==> config.mk <==
export PLATFORM = sky130hd
export DESIGN_NAME = inv_butterfly_pipe
export DESIGN_NICKNAME = d
export VERILOG_FILES = /design/src/rtl/inv_butterfly_pipe.sv
export SDC_FILE = /design/constraint.sdc
export NUM_CORES = 1
export LEC_CHECK = 0
export BUFFER_PORTS_ARGS = -buffer_cell sky130_fd_sc_hd__buf_2
export CORE_ASPECT_RATIO = 0.6
export CORE_MARGIN = 1
export CORE_UTILIZATION = 61
export CTS_BUF_LIST = sky130_fd_sc_hd__clkbuf_16
export DETAILED_ROUTE_END_ITERATION = 8
export PLACE_DENSITY = 0.88
export SLEW_MARGIN = 0
export SYNTH_ARGS = -nofsm -noshare
export SYNTH_HDL_FRONTEND = slang
export SYNTH_SLANG_ARGS = --single-unit
==> constraint.sdc <==
create_clock -name clk -period 5.8 [get_ports clk]
set_input_delay 0.29 -clock clk [delete_from_list [all_inputs] [get_ports clk]]
set_output_delay 0.29 -clock clk [all_outputs]
set_load 0.05 [all_outputs]
==> src/rtl/inv_butterfly_pipe.sv <==
// rtl/inv_butterfly_pipe.sv - two-stage inverse radix-2 butterfly with valid/ready flow control and frame counting
module inv_butterfly_pipe #(
  parameter int W          = 12,
  parameter int FRAME_LOG2 = 10
) (
  input  logic                  clk,
  input  logic                  rst,
  input  logic                  in_valid,
  output logic                  in_ready,
  input  logic [2*W-1:0]        C1,
  input  logic [2*W-1:0]        C2,
  output logic [2*W-1:0]        A,
  output logic [2*W-1:0]        B,
  output logic                  out_valid,
  input  logic                  out_ready,
  output logic [FRAME_LOG2-1:0] frame_cnt,
  output logic                  frame_done
);

  localparam logic [FRAME_LOG2-1:0] CNT_MAX = '1;

  logic         s1_valid;
  logic [W:0]   s1_ar;
  logic [W:0]   s1_ai;
  logic [W:0]   s1_br;
  logic [W:0]   s1_bi;
  logic         s2_load;
  logic         s1_load;
  logic         out_xfer;

  logic [W:0]   c1_r;
  logic [W:0]   c1_i;
  logic [W:0]   c2_r;
  logic [W:0]   c2_i;

  // One guard bit keeps the full sum/difference before the halving shift.
  assign c1_r = {C1[2*W-1], C1[2*W-1:W]};
  assign c1_i = {C1[W-1],   C1[W-1:0]};
  assign c2_r = {C2[2*W-1], C2[2*W-1:W]};
  assign c2_i = {C2[W-1],   C2[W-1:0]};

  assign s2_load  = !out_valid || out_ready;
  assign s1_load  = !s1_valid || s2_load;
  assign in_ready = s1_load;
  assign out_xfer = out_valid && out_ready;

  always_ff @(posedge clk or posedge rst) begin
    if (rst) begin
      s1_valid <= 1'b0;
      s1_ar    <= '0;
      s1_ai    <= '0;
      s1_br    <= '0;
      s1_bi    <= '0;
    end else if (s1_load) begin
      s1_valid <= in_valid;
      if (in_valid) begin
        s1_ar <= c1_r + c2_r;
        s1_ai <= c1_i + c2_i;
        s1_br <= c1_r - c2_r;
        s1_bi <= c1_i - c2_i;
      end
    end
  end

  // Dropping bit 0 of the W+1-bit value is the arithmetic shift right by one.
  always_ff @(posedge clk or posedge rst) begin
    if (rst) begin
      out_valid <= 1'b0;
      A         <= '0;
      B         <= '0;
    end else if (s2_load) begin
      out_valid <= s1_valid;
      if (s1_valid) begin
        A <= {s1_ar[W:1], s1_ai[W:1]};
        B <= {s1_br[W:1], s1_bi[W:1]};
      end
    end
  end

  always_ff @(posedge clk or posedge rst) begin
    if (rst) begin
      frame_cnt  <= '0;
      frame_done <= 1'b0;
    end else begin
      frame_done <= out_xfer && (frame_cnt == CNT_MAX);
      if (out_xfer) begin
        frame_cnt <= frame_cnt + FRAME_LOG2'(1);
      end
    end
  end

endmodule

Word-level counts from Yosys, hierarchy flattened
Index checks and enable logic that the tools add are counted. Widths: inputs -> output; s select.

Add/sub/neg operators: 5. $mul: 0. Divide/modulo/power cells: 0. $lt $le $gt $ge: 0. Equal/unequal tests: 1. Shift operators: 0. Multiplexer cells: 0. Bitwise logic cells: 0. Reductions and logical operators: 8.

Operators by type and width (number): $add 12x12->13 (2); $sub 12x12->13 (2); $add 10x1->10 const B (1); $eq 10x10->1 const B (1); $reduce_and 2->1 (2); $logic_and 1x1->1 (2); $logic_not 1->1 (2); $logic_or 1x1->1 (2).

Flip-flop bits (word level): 113. Latch bits: 0. Memory bits (writable): 0. Bits in read-only memories: 0. Input port bits: 52. Output and inout port bits: 61. Memories kept: 0.

Depth between registers and ports, before layout
Depth after elaboration: 4. Depth in mapped cells: 9. Gate-level depth less buffers: 8.

Worst setup path before layout
OpenSTA, ideal clock, no wires.

Kind: register -> register. From: register out_valid. To: register s1_bi[8]. Setup time: 0.074 ns. Data arrival time: 2.277 ns. Setup slack: 3.449 ns. Cell stages (with the launch flop): 7. Clock period less this slack: 2.351 ns. Cell sequence: dfrtp_1 -> nand3b_1 -> nand2_1 -> clkbuf_1 -> clkbuf_1 -> nand2_1 -> o21ai_2.

Cells in the longest elaborated chain, start to end: 4.

RTL lines: start: declaration (RTL line 14) `output logic out_valid,`; start signal: assignment (RTL line 72) `out_valid <= s1_valid;`; $logic_not 1->1 (RTL line 42) `assign s2_load = !out_valid || out_ready;`; $logic_or 1x1->1 (RTL line 42); $logic_or 1x1->1 (RTL line 43) `assign s1_load = !s1_valid || s2_load;`; net in_ready (RTL line 9) `output logic in_ready,`; $reduce_and 2->1 (no source line); end signal: assignment (RTL line 60) `s1_bi <= c1_i - c2_i;`; end: declaration (RTL line 26) `logic [W:0] s1_bi;`.

The timed path passes the listed nets, and every way through them passes these cells. A chain may end at the register's enable or synchronous reset.

Final worst setup path
From: input C1[2]. To: register s1_ai[10].

Cells in the longest elaborated chain, start to end: 1.

RTL lines: start: declaration (RTL line 10) `input logic [2*W-1:0] C1,`; $add 12x12->13 (RTL line 58) `s1_ai <= c1_i + c2_i;`; end signal: assignment (RTL line 58); end: declaration (RTL line 24) `logic [W:0] s1_ai;`.

No other way between the ends.

==> implementation parameters <==
Parameter                              Value

Run status
  Status ... completed

Synth
  Seq cells post-synth ... 109
  Top cells by instance count after synthesis ... 109 x dfrtp_1, 54 x nand2_1, 50 x mux2_2
  Number of instances in the synthesized netlist ... 613
  Count of distinct cell types in the synthesized netlist ... 51
  Synthesized cell area ... 6220 µm²
  Number of enable flip-flop cells after synthesis ... 0
  Most area-consuming cells after synthesis ... dfrtp_1 44%, ha_1 9.1%, mux2_2 9.1%, xnor2_1 4.2%, o21ai_0 3.9%
  Part of the Yosys area used for sequential elements ... 43.9%
  Post-synthesis async set-or-reset flop share ... 100%
  Count of synthesis-stage warnings from yosys ... 0
  Ys flop type ... dfrtp_1
  Net count after synthesis ... 714
  Biggest area consumer among synthesized cells ... dfrtp_1
  Yosys top cell area share ... 43.9%
  Most common cell in the synthesized netlist ... dfrtp_1
  Synthesized area per cell ... 10.1 µm²

CTS
  Resized Gates After CTS ... 0
  Inserted Clock Buffers ... 9
  Post-CTS Hold Buffers ... 0
  TritonCTS clock tree ... yes
  H-Tree Level Count ... 3
  Worst skew pair latency ... 0.35 ns
  Number of post-CTS setup repair buffers ... 0
  Maximum number of buffers from clock root to sink ... 2
  Number of clock sinks ... 109
  Clock slew at reported path FFs ... 0.07 ns
  Master cell of the clock root buffer ... clkbuf_16

Power and ir drop
  Internal power summed over all cells ... 1650 µW
  Register share of total power ... 38.3%
  Maximum vdd drop ... 0.333 mV
  Combinational power share ... 39.7%
  Total power density per cell area ... 404 nW/µm²
  Relative contribution of the clock network to total power ... 22.0%
  Proportion of total power due to net switching ... 42.8%
  Lkg Pwr ... 0.00346 µW
  Switching power ... 1240 µW

Floorplanning
  Y dimension of the die ... 80.2 µm
  Effective utilization at floorplan ... 62.9%
  Num ports ... 113
  Standard-cell row count ... 28
  Die Width ... 132 µm
  Die footprint ... 10,600 µm²
  Core Box Area ... 9880 µm²

Timing
  Final period util ... 35.7%
  Max Freq ... 0.483 GHz
  Final Critical Period ... 2.07 ns
  Count of final hold-check violations ... 0
  Final setup fails ... 0
  Slew Limit Fails ... 0
  Setup repair after global routing missed its margin ... no
  Relative slew margins ... 19.4%
  Total Neg Setup Slack ... 0 ns
  Worst clock skew ... 0.00460 ns
  Pin slew with the least headroom to its limit ... 1.20 ns

Drt
  Drt via density ... 5.84
  Initial DRT Pass Iterations ... 5
  Number of vias after detailed routing ... 4,963
  DRT antenna net count ... 0
  DR DRC count ... 0
  Aggregate routed wire length ... 14,600 µm
  Avg WL per Cell ... 17.1 µm
  Number of DRC markers after the initial detailed-route iteration ... 433

Cells and area
  Diodes inserted ... 0
  Final Util ... 72.4%
  Sequential standard cell area ... 2730 µm²
  Fraction of layout instances using a drive strength above 1 ... 26.7%
  Nets@finish ... 811
  Count of filler cells inserted in the layout ... 709
  Multi-input logic area ... 3210 µm²
  Area growth, synth to finish ... 15.1%

Global routing
  Initial antenna violation count ... 0
  Grt ovf ... 0
  Global-route wire length before repair ... 23,900 µm
  GRT Total Usage ... 28.8%
  Number of global-route vias before repair ... 4,835
  Pin count of the biggest net entering global routing ... 79

Worst setup path
  Endpoint type of the worst setup path ... register
  Capturing point of the worst reg2reg path ... s1_ar[12]
  Critical-path maximum fanout ... 8
  Endpoint of the worst setup timing path ... s1_ai[10]
  Critical Path Max Stage Delay ... 0.39 ns
  Critical path origin ... C1[2]
  Number of cells on the worst reg-to-reg path ... 7
  Critical register-to-register path startpoint ... out_valid
  Crit path max-delay cell type ... ha_1
  Worst endpoint data arrival time ... 2.25 ns
  Critical Path RT ... 5.98 ns
  Worst setup path category ... input port to register
  Reg-to-reg setup timing slack ... 3.80 ns
  Cells traversed along the worst timing path ... buf_2 > ha_1 > nand2b_1 > a221oi_1 > o21ai_1 > o31ai_1 > xor2_1 > o21ai_0
  CP Launch Type ... input port

Place
  Detailed placer's ending HPWL ... 10,500 µm
  Weighted congestion reported at the end of routability-driven placement ... 0.888
  Port Buf Inserts ... 112

Flow run
  Reported max-cap violation count ... 0

Min path
  HP Class ... input port to asynchronous set/reset pin
==> metrics by stage <==
step | hold WS [ns] | power (µW) | setup WS (ns) | instances | area [µm²]
6_report | 0.0118 | 2890 | 3.73 | 850 | 7160
3_3_place_gp | 0.384 | 2210 | 3.58 | 834 | 6850
2_1_floorplan | 0.398 | 1950 | 2.64 | 613 | 6220
4_1_cts | 0.0294 | 2900 | 3.78 | 850 | 7160
3_5_place_dp | 0.406 | 2260 | 3.47 | 834 | 6850
5_1_grt | 0.0490 | 3030 | 3.56 | 850 | 7160
==> kinds of logic after synthesis <==
group,Yosys count,share of synthesized area [%]
flip-flops,109,43.9
multiplexers,50,9.06
AO/OA/AOI/OAI,145,14.8
adder cells (fa/ha/maj),49,10.3
AND/OR/NAND/NOR,149,11.8
XOR/XNOR,40,5.64
buffers and inverters,71,4.51
==> metal layers <==
layer  vias to the layer above  share of wire (%)  GRT usage (%)
met1                      2388                 48           42.3
met2                       237                 43           43.6
met5                         -                  0              0
met4                         0                1.3           8.05
li1                       2314                  -              -
met3                        24                7.5           5.05
==> flip-flops by register name, indices dropped and copies added, names as in the netlist <==
name / flops
frame_cnt: 10
frame_done: 1
s1_ar: 12
s1_bi: 12
s1_valid: 1
s1_ai: 12
s1_br: 12
A: 24
B: 24
out_valid: 1
==> placed cells by master, fill, tap and decap left out, drive strengths merged, types with 3 or more instances in the layout <==
cell type | Yosys | layout
ha | 45 | 45
nor2b | 10 | 10
nand2b | 7 | 7
or3 | 6 | 6
xnor2 | 30 | 30
o21bai | 5 | 5
fa | 4 | 4
nor3 | 6 | 6
and2 | 5 | 5
clkbuf | 22 | 9
mux2 | 50 | 50
nand2 | 54 | 54
o31ai | 5 | 5
nand4 | 5 | 5
nand3 | 9 | 9
buf | 6 | 114
a221oi | 5 | 5
xor2 | 10 | 10
o31a | 3 | 3
dfrtp | 109 | 109
a21oi | 27 | 27
clkinv | 0 | 3
nor2 | 31 | 31
a211oi | 6 | 6
o21a | 9 | 9
inv | 43 | 46
o21ai | 56 | 56
a21o | 8 | 8
a31oi | 14 | 14
==> power by group through the flow <==
stage / registers (µW) / clock network [µW] / logic [µW]
3_5_place_dp: 1110 / 0 / 1140
5_1_grt: 1130 / 686 / 1220
3_3_place_gp: 1100 / 0 / 1110
4_1_cts: 1100 / 647 / 1150
2_1_floorplan: 1550 / 0 / 408
6_report: 1110 / 637 / 1150
==> worst min-delay path by stage <==
stage | from | slack [ns] | to | cells past startpoint
after global routing | rst | 0.05 | frame_cnt[8] | 2
after detailed placement | rst | 0.41 | frame_done | 2
after CTS | rst | 0.03 | frame_cnt[9] | 2
after global placement | rst | 0.38 | frame_done | 2
after floorplan | in_valid | 0.40 | s1_valid | 1
final | rst | 0.01 | frame_cnt[9] | 2
==> area by class of cell <==
cell class	instances	share of cell area, %
well taps	135	2.36
flip-flops and latches	109	38.1
clock inverters	7	1.15
repair buffers	114	8.04
inverters	43	2.29
multi-input cells	433	44.9
clock buffers	9	3.15
==> critical path, delay by kind of cell <==
family	cells	cell delay, ns
AOI/OAI and AO/OA	4	1.08
and+or+nand+nor	1	0.21
adders and majority gates	1	0.39
xor gates and xnor gates	1	0.18
buffers and inverters	1	0.11
No activity file was read; power rests on OpenSTA's default activity.
